### src/rtl/load_store_unit_if.sv
// Execute-side request/response bus and data-memory port of the load/store unit.
// The "slave" modport is the unit's side; "master" is the execute stage plus memory.
interface load_store_unit_if #(
  parameter int DATA_WIDTH = 64,
  parameter int ADDR_WIDTH = 64
);
  // Handshake: a request transfers on a rising edge where req_valid && req_ready.
  // resp_valid is a one-cycle pulse with no back-pressure; resp_rdata and
  // resp_error are meaningful only while it is high.
  logic                  req_valid;
  logic                  req_ready;
  logic                  req_write;
  logic [2:0]            req_funct3;
  logic [ADDR_WIDTH-1:0] req_addr;
  logic [DATA_WIDTH-1:0] req_wdata;
  logic                  resp_valid;
  logic [DATA_WIDTH-1:0] resp_rdata;
  logic                  resp_error;
  logic [ADDR_WIDTH-1:0] mem_addr_out;
  logic [DATA_WIDTH-1:0] mem_data_out;
  logic                  mem_write_ctrl;
  logic                  mem_read_ctrl;
  logic [DATA_WIDTH-1:0] mem_data_in;

  modport slave (
    input  req_valid, req_write, req_funct3, req_addr, req_wdata, mem_data_in,
    output req_ready, resp_valid, resp_rdata, resp_error,
           mem_addr_out, mem_data_out, mem_write_ctrl, mem_read_ctrl
  );

  modport master (
    output req_valid, req_write, req_funct3, req_addr, req_wdata, mem_data_in,
    input  req_ready, resp_valid, resp_rdata, resp_error,
           mem_addr_out, mem_data_out, mem_write_ctrl, mem_read_ctrl
  );
endinterface

### src/rtl/load_store_unit.sv
// One-at-a-time load/store sequencer in front of a word-wide synchronous-read
// data memory; narrow stores are done as read-modify-write.
module load_store_unit #(
  parameter int DATA_WIDTH_POW = 6,
  parameter int ADDR_WIDTH_POW = 6,
  parameter int WORD_BYTES_POW = 3
) (
  input  logic               clk_in,
  input  logic               reset,
  load_store_unit_if.slave   bus,
  output logic [1:0]         state_dbg
);
  localparam int DATA_WIDTH = 1 << DATA_WIDTH_POW;
  localparam int ADDR_WIDTH = 1 << ADDR_WIDTH_POW;
  localparam int OFF_W      = WORD_BYTES_POW;
  localparam int SHIFT_W    = WORD_BYTES_POW + 3;

  localparam logic [1:0] S_IDLE    = 2'd0;
  localparam logic [1:0] S_RD_WAIT = 2'd1;
  localparam logic [1:0] S_WRITE   = 2'd2;
  localparam logic [1:0] S_RESP    = 2'd3;

  logic [1:0]            state_q,  state_d;
  logic                  write_q,  write_d;
  logic [2:0]            funct3_q, funct3_d;
  logic [OFF_W-1:0]      off_q,    off_d;
  logic [ADDR_WIDTH-1:0] addr_q,   addr_d;
  logic [DATA_WIDTH-1:0] wdata_q,  wdata_d;
  logic [DATA_WIDTH-1:0] merged_q, merged_d;
  logic [DATA_WIDTH-1:0] rdata_q,  rdata_d;
  logic                  error_q,  error_d;

  logic [OFF_W-1:0]      req_off;
  logic [OFF_W-1:0]      size_m1;
  logic [ADDR_WIDTH-1:0] req_aligned;
  logic                  req_bad;
  logic [SHIFT_W-1:0]    lane_shift;
  logic [DATA_WIDTH-1:0] field;
  logic [DATA_WIDTH-1:0] load_ext;
  logic [DATA_WIDTH-1:0] size_ones;
  logic [DATA_WIDTH-1:0] lane_mask;
  logic [DATA_WIDTH-1:0] merged_word;

  // Legality of the request currently on the bus, evaluated only in IDLE.
  always_comb begin
    req_off     = bus.req_addr[OFF_W-1:0];
    req_aligned = {bus.req_addr[ADDR_WIDTH-1:OFF_W], {OFF_W{1'b0}}};
    unique case (bus.req_funct3[1:0])
      2'd0:    size_m1 = '0;
      2'd1:    size_m1 = OFF_W'(1);
      2'd2:    size_m1 = OFF_W'(3);
      default: size_m1 = OFF_W'(7);
    endcase
    req_bad = (bus.req_funct3 == 3'b111) || (bus.req_write && bus.req_funct3[2]) ||
              (|(req_off & size_m1));
  end

  // Lane extraction for loads and byte-lane merge for narrow stores.
  always_comb begin
    lane_shift = {off_q, 3'b000};
    field      = bus.mem_data_in >> lane_shift;
    unique case (funct3_q)
      3'b000:  load_ext = {{(DATA_WIDTH-8){field[7]}},   field[7:0]};
      3'b001:  load_ext = {{(DATA_WIDTH-16){field[15]}}, field[15:0]};
      3'b010:  load_ext = {{(DATA_WIDTH-32){field[31]}}, field[31:0]};
      3'b100:  load_ext = {{(DATA_WIDTH-8){1'b0}},  field[7:0]};
      3'b101:  load_ext = {{(DATA_WIDTH-16){1'b0}}, field[15:0]};
      3'b110:  load_ext = {{(DATA_WIDTH-32){1'b0}}, field[31:0]};
      default: load_ext = field;
    endcase
    unique case (funct3_q[1:0])
      2'd0:    size_ones = DATA_WIDTH'(8'hFF);
      2'd1:    size_ones = DATA_WIDTH'(16'hFFFF);
      2'd2:    size_ones = DATA_WIDTH'(32'hFFFF_FFFF);
      default: size_ones = '1;
    endcase
    lane_mask   = size_ones << lane_shift;
    merged_word = (bus.mem_data_in & ~lane_mask) | ((wdata_q << lane_shift) & lane_mask);
  end

  always_comb begin
    state_d  = state_q;
    write_d  = write_q;
    funct3_d = funct3_q;
    off_d    = off_q;
    addr_d   = addr_q;
    wdata_d  = wdata_q;
    merged_d = merged_q;
    rdata_d  = rdata_q;
    error_d  = error_q;
    unique case (state_q)
      S_IDLE: begin
        if (bus.req_valid) begin
          write_d  = bus.req_write;
          funct3_d = bus.req_funct3;
          off_d    = req_off;
          addr_d   = req_aligned;
          wdata_d  = bus.req_wdata;
          rdata_d  = '0;
          error_d  = req_bad;
          if (req_bad) begin
            state_d = S_RESP;
          end else if (bus.req_write && bus.req_funct3[1:0] == 2'd3) begin
            // Full-word store needs no read of the old word.
            merged_d = bus.req_wdata;
            state_d  = S_WRITE;
          end else begin
            state_d = S_RD_WAIT;
          end
        end
      end
      S_RD_WAIT: begin
        if (write_q) begin
          merged_d = merged_word;
          state_d  = S_WRITE;
        end else begin
          rdata_d = load_ext;
          state_d = S_RESP;
        end
      end
      S_WRITE: state_d = S_RESP;
      default: state_d = S_IDLE;
    endcase
  end

  always_ff @(posedge clk_in) begin
    if (reset) begin
      state_q  <= S_IDLE;
      write_q  <= 1'b0;
      funct3_q <= '0;
      off_q    <= '0;
      addr_q   <= '0;
      wdata_q  <= '0;
      merged_q <= '0;
      rdata_q  <= '0;
      error_q  <= 1'b0;
    end else begin
      state_q  <= state_d;
      write_q  <= write_d;
      funct3_q <= funct3_d;
      off_q    <= off_d;
      addr_q   <= addr_d;
      wdata_q  <= wdata_d;
      merged_q <= merged_d;
      rdata_q  <= rdata_d;
      error_q  <= error_d;
    end
  end

  // Outputs are gated by reset so an aborted operation never writes or responds.
  always_comb begin
    bus.req_ready      = (state_q == S_IDLE) && !reset;
    bus.mem_read_ctrl  = !reset;
    bus.mem_write_ctrl = (state_q == S_WRITE) && !reset;
    bus.mem_data_out   = bus.mem_write_ctrl ? merged_q : '0;
    bus.resp_valid     = (state_q == S_RESP) && !reset;
    bus.resp_rdata     = bus.resp_valid ? rdata_q : '0;
    bus.resp_error     = bus.resp_valid && error_q;
    if (reset)                 bus.mem_addr_out = '0;
    else if (state_q == S_IDLE) bus.mem_addr_out = req_aligned;
    else                       bus.mem_addr_out = addr_q;
    state_dbg = state_q;
  end
endmodule

### src/flat_wrapper.sv
// flat-port wrapper written by rule: the top's interface ports become plain ports
module load_store_unit_flat 
#(
  parameter int DATA_WIDTH_POW = 6,
  parameter int ADDR_WIDTH_POW = 6,
  parameter int WORD_BYTES_POW = 3
)
  (clk_in, reset, state_dbg, bus_req_valid, bus_req_write, bus_req_funct3, bus_req_addr, bus_req_wdata, bus_mem_data_in, bus_req_ready, bus_resp_valid, bus_resp_rdata, bus_resp_error, bus_mem_addr_out, bus_mem_data_out, bus_mem_write_ctrl, bus_mem_read_ctrl);
  load_store_unit_if bus_i ();
  input  logic clk_in;
  input  logic reset;
  output logic [1:0] state_dbg;
  input wire logic [$bits(bus_i.req_valid)-1:0] bus_req_valid;
  input wire logic [$bits(bus_i.req_write)-1:0] bus_req_write;
  input wire logic [$bits(bus_i.req_funct3)-1:0] bus_req_funct3;
  input wire logic [$bits(bus_i.req_addr)-1:0] bus_req_addr;
  input wire logic [$bits(bus_i.req_wdata)-1:0] bus_req_wdata;
  input wire logic [$bits(bus_i.mem_data_in)-1:0] bus_mem_data_in;
  output wire logic [$bits(bus_i.req_ready)-1:0] bus_req_ready;
  output wire logic [$bits(bus_i.resp_valid)-1:0] bus_resp_valid;
  output wire logic [$bits(bus_i.resp_rdata)-1:0] bus_resp_rdata;
  output wire logic [$bits(bus_i.resp_error)-1:0] bus_resp_error;
  output wire logic [$bits(bus_i.mem_addr_out)-1:0] bus_mem_addr_out;
  output wire logic [$bits(bus_i.mem_data_out)-1:0] bus_mem_data_out;
  output wire logic [$bits(bus_i.mem_write_ctrl)-1:0] bus_mem_write_ctrl;
  output wire logic [$bits(bus_i.mem_read_ctrl)-1:0] bus_mem_read_ctrl;
  assign bus_i.req_valid = bus_req_valid;
  assign bus_i.req_write = bus_req_write;
  assign bus_i.req_funct3 = bus_req_funct3;
  assign bus_i.req_addr = bus_req_addr;
  assign bus_i.req_wdata = bus_req_wdata;
  assign bus_i.mem_data_in = bus_mem_data_in;
  assign bus_req_ready = bus_i.req_ready;
  assign bus_resp_valid = bus_i.resp_valid;
  assign bus_resp_rdata = bus_i.resp_rdata;
  assign bus_resp_error = bus_i.resp_error;
  assign bus_mem_addr_out = bus_i.mem_addr_out;
  assign bus_mem_data_out = bus_i.mem_data_out;
  assign bus_mem_write_ctrl = bus_i.mem_write_ctrl;
  assign bus_mem_read_ctrl = bus_i.mem_read_ctrl;
  load_store_unit #(.DATA_WIDTH_POW(DATA_WIDTH_POW), .ADDR_WIDTH_POW(ADDR_WIDTH_POW), .WORD_BYTES_POW(WORD_BYTES_POW)) u_core (.clk_in(clk_in), .reset(reset), .bus(bus_i), .state_dbg(state_dbg));
endmodule
### config.mk
export PLATFORM = sky130hd
export DESIGN_NAME = load_store_unit_flat
export DESIGN_NICKNAME = d
export VERILOG_FILES = /design/src/rtl/load_store_unit_if.sv /design/src/rtl/load_store_unit.sv /design/src/flat_wrapper.sv
export SDC_FILE = /design/constraint.sdc
export NUM_CORES = 1
export LEC_CHECK = 0
export BUFFER_PORTS_ARGS = -buffer_cell sky130_fd_sc_hd__clkbuf_2
export CORE_ASPECT_RATIO = 2
export CORE_UTILIZATION = 54
export DETAILED_ROUTE_END_ITERATION = 16
export PLACE_DENSITY = 0.81
export RECOVER_POWER = 100
export SYNTH_ARGS = -nofsm -noshare
export SYNTH_HDL_FRONTEND = slang
export SYNTH_SLANG_ARGS = --single-unit
### constraint.sdc
create_clock -name clk_in -period 2.6 [get_ports clk_in]
set_input_delay 0.39 -clock clk_in [delete_from_list [all_inputs] [get_ports clk_in]]
set_output_delay 0.39 -clock clk_in [all_outputs]
set_load 0.03 [all_outputs]
== Word level (Yosys, flattened, before mapping) ==
Cells that the tools add are included.

* Bits of input ports: 199
* Register bits after elaboration: 263
* Output and inout port bits: 199
* Word-level logic and storage cells: 74

* Bitwise logic cells: 5
* Reduce and logical (&&, ||, !) cells: 18
* Eq/ne operators: 19
* Shifts and indexed selects: 3
* Muxes and demuxes: 20

{| class="wikitable"
|+ Operators with widths
! operator !! number
|-
| 64-bit two-way mux || 10
|-
| 64-bit one-hot mux with 6 select lines || 1
|-
| 64-bit one-hot mux with 2 select lines || 2
|-
| 64-bit one-hot mux with 3 select lines || 1
|-
| 64-bit AND || 2
|-
| 64-bit by 6-bit << shifter with 64-bit output || 2
|-
| 64-bit NOT || 1
|-
| 64-bit OR || 1
|-
| 64-bit by 6-bit right shift with 64-bit output || 1
|-
| 3-bit equality test, second input constant || 4
|-
| 2-bit equality test, second input constant || 5
|-
| 3-bit one-hot mux with 3 select lines || 1
|-
| 2-bit by 1-bit equality test with 1-bit output, second input constant || 3
|-
| 1-bit logical AND || 6
|-
| 2-bit logical NOT || 3
|-
| 2-bit two-way mux || 3
|-
| 2-bit inequality test, second input constant || 3
|-
| 2-bit one-hot mux with 3 select lines || 1
|-
| 5-bit AND reduction || 1
|-
| 2-bit by 1-bit inequality test with 1-bit output, second input constant || 2
|-
| 3-bit AND || 1
|-
| 3-bit by 1-bit equality test with 1-bit output, second input constant || 1
|-
| 3-bit by 2-bit equality test with 1-bit output, second input constant || 1
|-
| 3-bit logical NOT || 1
|-
| other kinds (7) || 8
|}

== Depth between registers and ports, before layout ==
* Depth after elaboration: 8
* Gate-level depth with buffers: 10
* Gate-level depth less buffers: 7

== Worst setup path after synthesis ==
No wires, ideal clock.

* Path type: register -> output
* Start: register u_core.state_q[1], in the netlist u_core.state_dbg[1]
* End: output port bus_mem_addr_out[24]
* Required time: 2.210 ns
* Stages on the path, launching flop included: 7
* Path buffers: 2
* Arrival time: 2.120 ns
* Path slack: 0.090 ns
* Cell sequence: dfxtp_1 inv_1 ha_1 clkbuf_1 buf_1 mux2i_1 nor2_1

* Cells in the longest elaborated chain, start to end: 3

{| class="wikitable"
|+ Ends and longest elaborated chain
! item !! RTL line !! RTL
|-
| from (decl) || load_store_unit.sv:23 || <nowiki>logic [1:0] state_q, state_d;</nowiki>
|-
| from (signal assigned) || load_store_unit.sv:138 || <nowiki>state_q <= state_d;</nowiki>
|-
| 2-bit logical NOT || load_store_unit.sv:160 || <nowiki>else if (state_q == S_IDLE) bus.mem_addr_out = req_aligned;</nowiki>
|-
| 64-bit two-way mux || load_store_unit.sv:160 ||
|-
| 64-bit two-way mux || load_store_unit.sv:159 || <nowiki>if (reset) bus.mem_addr_out = '0;</nowiki>
|-
| to (decl) || flat_wrapper.sv:23 || <nowiki>output wire logic [$bits(bus_i.mem_addr_out)-1:0] bus_mem_addr_out;</nowiki>
|}

Every way passes these cells.

== Final worst setup path ==
* Start: register u_core.funct3_q[0]
* End: register u_core.merged_q[47]

* Cells in the longest elaborated chain, start to end: 8
* Elaborated cells between the ends (all ways): 11
* Those cells by class: eq/ne (2); shift (1); mux (3); bitwise (4); reduce/logical (1)

{| class="wikitable"
|+ Ends and longest elaborated chain
! item !! RTL line !! RTL
|-
| from (decl) || load_store_unit.sv:25 || <nowiki>logic [2:0] funct3_q, funct3_d;</nowiki>
|-
| from (signal assigned) || load_store_unit.sv:140 || <nowiki>funct3_q <= funct3_d;</nowiki>
|-
| 2-bit equality test, or another cell as far along || load_store_unit.sv:71 || <nowiki>unique case (funct3_q[1:0])</nowiki>
|-
| 64-bit one-hot mux with 3 select lines (*) || load_store_unit.sv:71 ||
|-
| 64-bit by 6-bit << shifter with 64-bit output (*) || load_store_unit.sv:77 || <nowiki>lane_mask = size_ones << lane_shift;</nowiki>
|-
| 64-bit NOT || load_store_unit.sv:78 || <nowiki>merged_word = (bus.mem_data_in & ~lane_mask) | ((wdata_q << lane_shift) & lane_mask);</nowiki>
|-
| 64-bit AND || load_store_unit.sv:78 ||
|-
| 64-bit OR (*) || load_store_unit.sv:78 ||
|-
| 64-bit two-way mux (*) || load_store_unit.sv:113 || <nowiki>if (write_q) begin</nowiki>
|-
| 64-bit one-hot mux with 2 select lines (*) || load_store_unit.sv:91 || <nowiki>unique case (state_q)</nowiki>
|-
| to (signal assigned) || load_store_unit.sv:144 || <nowiki>merged_q <= merged_d;</nowiki>
|-
| to (decl) || load_store_unit.sv:29 || <nowiki>logic [DATA_WIDTH-1:0] merged_q, merged_d;</nowiki>
|}

Mark *: on every way between the ends. The rest lies on a longest branch, timed or not. The select of a mux whose other input is x is not followed.
A chain may end at the register's enable or synchronous reset.

==> impl_metrics.tcl <==
set metrics [dict create \
    dpl.cell_count 2626 \
    grt_pass1_vias 16400 \
    timing.final.crit_period_ns 2.55 \
    antenna_found_initial 5 \
    wl_per_cell_um 26.3 \
    cap_violations 0 \
    clockRootBuffer "clkbuf_16" \
    worstSetupPathType "flop to flop" \
    worstHoldStart "bus_req_wdata[49]" \
    synth-xor-area-share_pct 0 \
    drive_gt1_share_pct 26.5 \
    worstMarginPinSlew_ns 1.09 \
    cts_max_path_buffers 3 \
    switching_share_pct 44.2 \
    final_util_pct 67.2 \
    switchingPower_mw 8.52 \
    dieHeight_um 243 \
    powerDensity_mw_per_mm2 998 \
    grtUsageTotal_pct 46.8 \
    fin_skew_ns 0.0165 \
    grt_pass1_wl_um 102000 \
    muxShareOfSynthArea_pct 17.1 \
    syn_inst 1952 \
    hold_viol_final 0 \
    drv_slew 0 \
    cpMaxStageDelayCell "o211ai_1" \
    grt_overflow 0 \
    drtPass1Iterations 5 \
    synth_compound_area_share_pct 22.8 \
    drt_iter0_drc 1655 \
    cp.required_ns 3.00 \
    p_comb_share_pct 49.1 \
    gp_congestion 1.13 \
    cp-startpoint "u_core.funct3_q[0]" \
    cp_data_arrival_time_ns 2.94 \
    leakage_nw 8.07 \
    start_util_pct 54.8 \
    ant_nets 0 \
    whs_path_depth 3 \
    synth_area_mm2 0.0157 \
    ys_ff_latch 263 \
    relSlewSlack_pct 27.3 \
    ys_seq_area_share_pct 33.5 \
    path_clk_slew_ns 0.07 \
    setup_violations 0 \
    pin_count 398 \
    wl_um 70800 \
    syn_to_final_growth_pct 22.7 \
    clock_latency_ns 0.56 \
    synth-async-reset-ratio_pct 0 \
    critPathMaxStageDelay_ns 0.86 \
    synth-simple-area-share_pct 20.3 \
    drc 0 \
    critPathLaunchType "flop" \
    ctsHoldBuffers 0 \
    layout.cells.non_filler 2686 \
    htreeDepth 1 \
    vias_per_cell 6.41 \
    rows 88 \
    nets 2509 \
    cts.sinks 263 \
    status "complete, no violations" \
    p_int_mw 10.7 \
    ys_warn_count 0 \
    core-area_mm2 0.0287 \
    io_buffers 394 \
    fp.dieW_um 123 \
    crit_fanout 16 \
    worstReg2RegStart "u_core.funct3_q[0]" \
    synthFlopType "dfxtp_1" \
    grt_max_degree 102 \
    rr_worst_depth 5 \
    p_total_mw 19.3 \
    synth_top_family_by_area "compound AO/OA/AOI/OAI gates" \
    numCtsBuffers 25 \
    rsz0062_at_grt "false" \
    power_frac_seq_pct 31.0 \
    synth_cell_type_count 63 \
    hp-class "input port to flop" \
    synth-adder-area-share_pct 0.398 \
    cp-end-kind "flop" \
    vdd_drop_max_mv 0.840 \
    dp_hpwl_um 49900 \
    path_cells "buf_2, or2_2, o221a_2, o211ai_1, a21oi_1" \
    die-area_mm2 0.0299 \
    synth-edff-count 0 \
    clkPwrFrac_pct 19.9 \
    vias 17200 \
    postSynthAreaPerCell_um2 8.06 \
    max_freq_mhz 392 \
    cts_tree "yes" \
    tns_ns 0 \
    finalCritPeriodShare_pct 98.0 \
]
-- synthesized netlist by cell type, types with 13 or more instances --
master	n	area, um2
nand3_1	18	90.1
nor2b_1	19	119
a211oi_1	26	195
dfxtp_1	263	5270
a31o_2	13	114
o21ai_1	26	130
a22oi_1	34	255
buf_1	13	48.8
o21ai_0	79	395
mux4_2	38	856
and2_1	135	845
o211ai_1	27	203
buf_4	13	97.6
a32oi_1	32	280
buf_2	28	140
clkbuf_1	129	484
mux2i_1	157	1570
nand2_1	392	1470
a21oi_1	215	1080
nor2_1	111	417
mux2_2	24	270
-- power by group through the flow --
stage / Clock, mW / Combinational, mW / Sequential (mW)
6_report: 3.83 / 9.46 / 5.97
5_1_grt: 3.99 / 9.99 / 6.02
4_1_cts: 3.83 / 9.12 / 5.85
3_5_place_dp: 0 / 8.85 / 5.93
3_3_place_gp: 0 / 8.73 / 5.88
2_1_floorplan: 0 / 6.13 / 5.56
-- kinds of logic after synthesis --
logic type / after synthesis
AO/OA/AOI/OAI: 551
flip-flops: 263
multiplexers: 219
AND/OR/NAND/NOR: 710
buffers and inverters: 203
adder cells (fa/ha/maj): 5
other: 1
-- final cells by class --
class / instances / area [um2]
Timing Repair Buffer: 518 / 3100
Antenna cell: 3 / 7.51
Inverter: 9 / 36.3
Sequential cell: 263 / 5270
Clock buffer: 31 / 708
Fill cell: 2477 / 9440
Tap cell: 360 / 450
Multi-Input combinational cell: 1488 / 9600
Clock inverter: 14 / 131
-- metal layers --
layer  vias to the layer above  share of wire [%]  global-route usage (%)
met5                         -              0.032                       0
met4                         4                 12                    43.1
met3                       388                 11                    17.3
met2                      1117                 46                    74.0
met1                      8076                 32                    46.7
li1                       7624                  -                       -
-- final timing paths --
path,to,slack [ns]
worst max register to register,u_core.merged_q[47],0.05
worst min register to register,u_core.addr_q[31],0.46
worst max-delay path,u_core.merged_q[47],0.05
worst min-delay path,u_core.wdata_q[49],0.06
-- through the flow --
step                      instance area, um2  worst slack, ns  hold WS (ns)
after floorplan                        15700           0.0900         0.417
after detailed placement               18400            0.186         0.445
after global routing                   19300          0.00479        0.0762
after global placement                 18400            0.240         0.441
final                                  19300           0.0513        0.0598
after CTS                              19300        -0.000996        0.0613
-- state kept, by name (all words and copies together), names as in the netlist --
name / cells
u_core.funct3_q: 3
u_core.error_q: 1
u_core.rdata_q: 64
u_core.wdata_q: 64
u_core.off_q: 3
u_core.state_dbg: 2
u_core.merged_q: 64
u_core.write_q: 1
u_core.addr_q: 61
-- layout by cell type (no fill, tap or decap), types with 52 or more instances in the layout --
master,Yosys,final
buf_4,13,77
and2_1,135,82
nor2_1,111,109
o21ai_0,79,99
clkbuf_1,129,58
a21oi_1,215,215
mux2i_1,157,157
nand2_1,392,390
dfxtp_1,263,260
clkbuf_2,0,348
and2_0,0,52
-- critical path: cells and delay by family, from the launching register on --
| kind | cells | cell delay, ns |
|---|---|---|
| DFF | 1 | 0.40 |
| buffers and inverters | 1 | 0.22 |
| AOI/OAI and AO/OA | 3 | 1.41 |
| and+or+nand+nor | 1 | 0.35 |
-- timing repair --
item	4_1_cts	5_1_grt
setup endpoints to repair	30	86
gates resized for setup	7	13
pin swaps	1	1
buffers inserted	2	8
gates cloned	1	1
(Power assumes the default switching activity.)
